`config.mk`:
```
export PLATFORM = sky130hd
export DESIGN_NAME = wts_envelope_generator
export DESIGN_NICKNAME = d
export VERILOG_FILES = /design/src/rtl/wts_env_pkg.sv /design/src/rtl/wts_env_rate_counter.sv /design/src/rtl/wts_envelope_generator.sv
export SDC_FILE = /design/constraint.sdc
export NUM_CORES = 1
export LEC_CHECK = 0
export BUFFER_PORTS_ARGS = -buffer_cell sky130_fd_sc_hd__buf_2
export CAP_MARGIN = 20
export CORE_UTILIZATION = 40
export DETAILED_ROUTE_END_ITERATION = 7
export PLACE_DENSITY = 0.58
export SYNTH_ARGS = -nofsm -noshare
export SYNTH_HDL_FRONTEND = slang
export SYNTH_HIERARCHICAL = 1
export SYNTH_SLANG_ARGS = --single-unit
```
`constraint.sdc`:
```
create_clock -name clk -period 9.85 [get_ports clk]
set_input_delay 0.4925 -clock clk [delete_from_list [all_inputs] [get_ports clk]]
set_output_delay 0.4925 -clock clk [all_outputs]
set_load 0.01 [all_outputs]
```
`src/rtl/wts_env_pkg.sv`:
```
// Shared constants, state encoding and rate helper for the wave table sound
// envelope generator.
package wts_env_pkg;

  localparam int WTS_ENV_W      = 5;
  localparam int WTS_ENV_MAX    = 31;
  localparam int WTS_RATE_W     = 4;
  localparam int WTS_RATE_CNT_W = 14;

  typedef enum logic [2:0] {
    ST_IDLE,
    ST_ATTACK,
    ST_DECAY,
    ST_SUSTAIN,
    ST_RELEASE
  } wts_env_state_t;

  // Last counter value of a step period: a rate r (1..15) steps every
  // 2^(15-r) strobes, so the counter runs 0 .. 2^(15-r)-1. Rate 0 never
  // steps; its return value is irrelevant.
  function automatic logic [WTS_RATE_CNT_W-1:0] rate_last_count(
    input logic [WTS_RATE_W-1:0] rate
  );
    logic [WTS_RATE_CNT_W-1:0] all_ones;
    all_ones = '1;
    return all_ones >> (rate - 4'd1);
  endfunction

endpackage

```
`src/rtl/wts_env_rate_counter.sv`:
```
// Strobe-paced rate divider: emits a one-cycle step pulse, coincident with an
// active strobe, once per 2^(15-rate) strobes. Rate 0 never steps.
module wts_env_rate_counter
  import wts_env_pkg::*;
(
  input  logic                  clk,
  input  logic                  nreset,
  input  logic                  active,
  input  logic                  clear,
  input  logic [WTS_RATE_W-1:0] rate,
  output logic                  step
);

  logic [WTS_RATE_CNT_W-1:0] cnt_q, cnt_d;
  logic                      rate_on;

  // Step decision and next count; a lowered period with the count already
  // past it steps on the very next strobe because of the >= compare.
  always_comb begin
    // NOTE: every signal written here gets a default first so no latch is inferred.
    rate_on = (rate != '0);
    step    = active && rate_on && (cnt_q >= rate_last_count(rate));
    cnt_d   = cnt_q;
    if (clear) begin
      cnt_d = '0;
    end else if (step) begin
      cnt_d = '0;
    end else if (active && rate_on) begin
      cnt_d = cnt_q + 14'd1;
    end
  end

  // Counter register.
  always_ff @(posedge clk or negedge nreset) begin
    // NOTE: sequential state uses non-blocking assignments only, so every
    // register samples pre-edge values regardless of process ordering.
    if (!nreset) begin
      cnt_q <= '0;
    end else begin
      cnt_q <= cnt_d;
    end
  end

endmodule

```
`src/rtl/wts_envelope_generator.sv`:
```
// Per-channel ADSR envelope generator paced by the sample-rate active strobe.
// Optional macro WTS_KEY_RETRIGGER_EN: when defined, a rising key edge also
// forces the level to 0 so every note attacks from silence; when undefined,
// the attack continues upward from the current level.
module wts_envelope_generator
  import wts_env_pkg::*;
(
  input  logic                 clk,
  input  logic                 nreset,
  input  logic                 active,
  input  logic                 key_on,
  input  logic [WTS_RATE_W-1:0] reg_ar,
  input  logic [WTS_RATE_W-1:0] reg_dr,
  input  logic [WTS_RATE_W-1:0] reg_sl,
  input  logic [WTS_RATE_W-1:0] reg_rr,
  output logic [WTS_ENV_W-1:0] envelope,
  output logic                 busy
);

  localparam logic [WTS_ENV_W-1:0] ENV_MAX = WTS_ENV_W'(WTS_ENV_MAX);

  wts_env_state_t       state_q, state_d;
  logic [WTS_ENV_W-1:0] env_q, env_d;
  logic                 busy_q;
  // key_sync_q is the registered key (key_d); key_prev_q is its history, so
  // the edge acts on the state one clock after it lands in key_sync_q.
  logic                 key_sync_q, key_prev_q;
  logic                 key_rise, key_fall;
  logic [WTS_ENV_W-1:0] target;
  logic [WTS_RATE_W-1:0] rate_sel;
  logic                 rate_clear;
  logic                 step;

  assign key_rise = key_sync_q & ~key_prev_q;
  assign key_fall = ~key_sync_q & key_prev_q;
  assign target   = {reg_sl, 1'b0};

  // Rate for the current phase; idle and sustain never step.
  always_comb begin
    rate_sel = '0;
    case (state_q)
      ST_ATTACK:  rate_sel = reg_ar;
      ST_DECAY:   rate_sel = reg_dr;
      ST_RELEASE: rate_sel = reg_rr;
      default:    rate_sel = '0;
    endcase
  end

  wts_env_rate_counter u_rate_counter (
    .clk    (clk),
    .nreset (nreset),
    .active (active),
    .clear  (rate_clear),
    .rate   (rate_sel),
    .step   (step)
  );

  // State, level and key history registers.
  always_ff @(posedge clk or negedge nreset) begin
    if (!nreset) begin
      state_q    <= ST_IDLE;
      env_q      <= '0;
      busy_q     <= 1'b0;
      key_sync_q <= 1'b0;
      key_prev_q <= 1'b0;
    end else begin
      state_q    <= state_d;
      env_q      <= env_d;
      busy_q     <= (state_d != ST_IDLE);
      key_sync_q <= key_on;
      key_prev_q <= key_sync_q;
    end
  end

  // Next state and level; key edges pre-empt any step in the same cycle.
  always_comb begin
    state_d = state_q;
    env_d   = env_q;
    if (key_rise) begin
      state_d = ST_ATTACK;
`ifdef WTS_KEY_RETRIGGER_EN
      env_d   = '0;
`endif
    end else if (key_fall && (state_q == ST_ATTACK || state_q == ST_DECAY ||
                              state_q == ST_SUSTAIN)) begin
      state_d = ST_RELEASE;
    end else begin
      case (state_q)
        ST_ATTACK: begin
          if (active && env_q == ENV_MAX) begin
            state_d = ST_DECAY;
          end else if (step) begin
            env_d = env_q + 5'd1;
            if (env_q == ENV_MAX - 5'd1) state_d = ST_DECAY;
          end
        end
        ST_DECAY: begin
          if (active && env_q <= target) begin
            state_d = ST_SUSTAIN;
          end else if (step) begin
            env_d = env_q - 5'd1;
            if (env_q == target + 5'd1) state_d = ST_SUSTAIN;
          end
        end
        ST_RELEASE: begin
          if (active && env_q == '0) begin
            state_d = ST_IDLE;
          end else if (step) begin
            env_d = env_q - 5'd1;
            if (env_q == 5'd1) state_d = ST_IDLE;
          end
        end
        default: begin
          state_d = state_q;
        end
      endcase
    end
  end

  // Any state change, including an attack retrigger, restarts the rate count.
  assign rate_clear = key_rise || (state_d != state_q);

  // Outputs come straight from registers.
  always_comb begin
    envelope = env_q;
    busy     = busy_q;
  end

endmodule

```
==> results.md <==
- Outcome: finished, final reports clean
- Synth unique cells: 56
- Crit path DAT: 5.87 ns
- Sequential fraction of design power: 38.5%
- Worst setup path class: flop to flop
- Setup ws final: 4.12 ns
- Fraction of layout cells with a size suffix above 1: 16.2%
- RSZ-0062 raised after global routing: no
- Final Max Tran Viols: 0
- Final Non-Filler Cells: 342
- Die height: 76.3 microns
- EDFF count, synth: 0
- FF-to-FF Start: state_q[0]$_DFF_PN0_
- Largest net degree at the start of global routing: 26
- Area contributors post-synth: dfrtp_1, ha_1, xnor2_1
- Pre-CTS setup slack: 4.18 ns
- Final setup TNS: 0 ns
- Minimum clock period: 5.73 ns
- Layout area overhead: 9.80%
- Max_slew headroom: 30.6%
- Post-CTS setup buffers: 0
- Leading area contributor after synthesis: dfrtp_1
- First-pass GRT wire length: 8.22 mm
- Flop-to-flop setup slack: 4.12 ns
- Main combinational cell family by area after synthesis: simple AND/OR/NAND/NOR gates
- Crit. Startpoint: state_q[0]$_DFF_PN0_
- Clk pin slew, worst setup/hold paths: 0.09 ns
- Avg Cell Area, Syn: 8.83 sq um
- Slew @ Worst Pin: 1.04 ns
- Hold Crit Class: input port to asynchronous set/reset pin
- Via density: 5.35
- Diode count: 0
- Num Clock Sinks: 25
- CP startpoint kind: flop
- Post-synth top cells: ha_1, dfrtp_1, nor2_1
- Top-count cell post-synth: ha_1
- Cells after DPL: 338
- Port bufs: 25
- Core ar.: 0.00520 sq mm
- Async set or reset register ratio after synthesis: 100%
- CP Data Required Time: 9.98 ns
- Cells after synthesis: 250
- Clock power frac: 20.4%
- Synth top area share: 28.3%
- Cell area power density: 127 mW/mm^2
- Crit path max fanout: 14
- Fmax achieved: 174 MHz
- Io pins: 26
- Maxcap violations: 0
- Full die area: 0.00582 sq mm
- Vias in the first global route: 1725
- Combinational share of power: 41.1%
- Cell area after synthesis: 0.00221 sq mm
- Final Hold Vio Count: 0
- DR WL/cell: 13.9 microns
- H-tree depth: 1
- Worst VDD drop: 50.7 uV
- Adder-cell share of the synthesized area: 16.4%
- Post-CTS Resized: 0
- Register Area: 626 sq um
- DRC: 0
- CTS buffer count: 3
- Post-Synth XOR/XNOR Area: 7.54%
- Simple-Gate Fraction of Synth Area: 27.0%
- Root buf cell: clkbuf_8
- Antenna Nets Post-Route: 0
- Final setup violation count: 0
- Pint: 0.000187 W
- CTS Hold Bufs: 0
- Mux cell area share after synthesis: 0.963%
- First-pass DRT Iterations: 4
- Synth Flop Type: dfrtp_1
- Die Wd: 76.3 microns
- Multi-input logic area: 0.00147 sq mm
- Net Sw Frac: 39.2%
- Max Clock Skew: 0.00390 ns
- Flops & latches, synth: 25
- Syn nets: 299
- Layout net count: 322
- DRT iter0 DRCs: 150
- WL final: 4.74 mm
- Ys Warns: 6
- # fillers: 528
- Initial antenna violation count: 0
- GPL Wtd Cong: 0.859
- Row count: 26
- Crit end category: flop
- Total Routing Usage GR: 17.3%
- Starting Density: 42.4%
- Compound-Gate Fraction of Synth Area: 14.8%
- Crit share post-route: 58.2%
- CTS tree: yes
- Via count: 1831
- Hpwl dp: 3.58 mm
- P_leak: 1.12 nW
- Skew-Pair Late Insertion Delay: 0.27 ns
- Gr ovfl total: 0
- Sequential fraction of the synthesis area: 28.3%
- Max clock buf depth: 2
- Psw: 0.000121 W
[cells by family after synthesis]
logic type	count (synthesis)
muxes	2
buffers and inverters	25
xor gates and xnor gates	19
and+or+nand+nor	101
DFF	25
AOI/OAI and AO/OA	49
adders and majority gates	29
[power groups by stage]
stage	Combinational [W]	Clock [W]	Sequential, W
5_1_grt	0.000146	0.0000705	0.000120
3_5_place_dp	0.000125	0	0.000120
4_1_cts	0.000127	0.0000661	0.000118
3_3_place_gp	0.000126	0	0.000120
2_1_floorplan	0.000101	0	0.000116
6_report	0.000127	0.0000630	0.000118
[cell usage in the layout (no fill, tap or decap), types with 7 or more instances in the layout]
cell type  synthesis  layout
buf_2              3      25
a21oi_1           13      13
dfrtp_1           25      25
o21ai_0           10      10
ha_1              29      29
nor3_1            10      10
inv_1             18      18
nand4_1            7       7
nor2_1            25      25
xnor2_1           15      15
nand2_1           15      15
[worst paths after layout]
check                                                       end  cells after the start
setup / recovery           u_rate_counter/cnt_q[13]$_DFFE_PN0P_                     23
hold / removal              u_rate_counter/cnt_q[7]$_DFFE_PN0P_                      1
setup reg to reg           u_rate_counter/cnt_q[13]$_DFFE_PN0P_                     23
hold reg to reg                            key_prev_q$_DFF_PN0_                      0
max in group asynchronous  u_rate_counter/cnt_q[11]$_DFFE_PN0P_                      1
min in group clk                           key_sync_q$_DFF_PN0_                      1
[cell type report]
class | count | area share, %
Multi-Input combinational cell | 200 | 60.7
Sequential cell | 25 | 25.8
Timing Repair Buffer | 25 | 5.16
Tap cell | 70 | 3.61
Inverter | 18 | 2.79
Clock buffer | 3 | 1.70
Clock inverter | 1 | 0.206
[flip-flops by register name (all words and copies together), names as in the netlist]
register              cells
busy                      1
state_q                   3
u_rate_counter/cnt_q     14
envelope                  5
key_prev_q                1
key_sync_q                1
[metrics by stage]
stage | power (W) | util, % | area [sq um] | hold WS (ns)
finish | 0.000308 | 46.6 | 2420 | 0.206
global route | 0.000336 | 46.6 | 2420 | 0.253
CTS | 0.000312 | 46.6 | 2420 | 0.230
detailed placement | 0.000246 | 45.7 | 2380 | 0.418
global placement | 0.000246 | 45.7 | 2380 | 0.415
floorplan | 0.000217 | - | 2210 | 0.197
[worst max-delay path, cell delays in order, from the launching register on]
cell and delay, ns:
dfrtp_1 0.57, nor3b_1 0.60, nand2_1 0.09, o21ai_0 0.15, nor3_1 0.12, xnor2_1 0.60
inv_1 0.15, nor2_1 0.21, nand2_1 0.09, ha_1 0.31, nand4_1 0.12, nor2_1 0.21
nand3_1 0.10, o21a_1 0.20, nor2_1 0.21, a22oi_1 0.13, nor3_1 0.32, a21oi_1 0.12
nand2b_1 0.13, inv_1 0.08, o21a_1 0.25, or4b_4 0.59, xor2_1 0.19, nor2_2 0.04
[metal layers]
layer  vias to the layer above  routed length (microns)  track usage (%)
met1                       853                     2460             24.9
li1                        940                        -                -
met3                         4                      183             2.16
met5                         -                        0                0
met2                        34                     2050             26.7
met4                         0                       51             5.77
(Power assumes the default switching activity.)
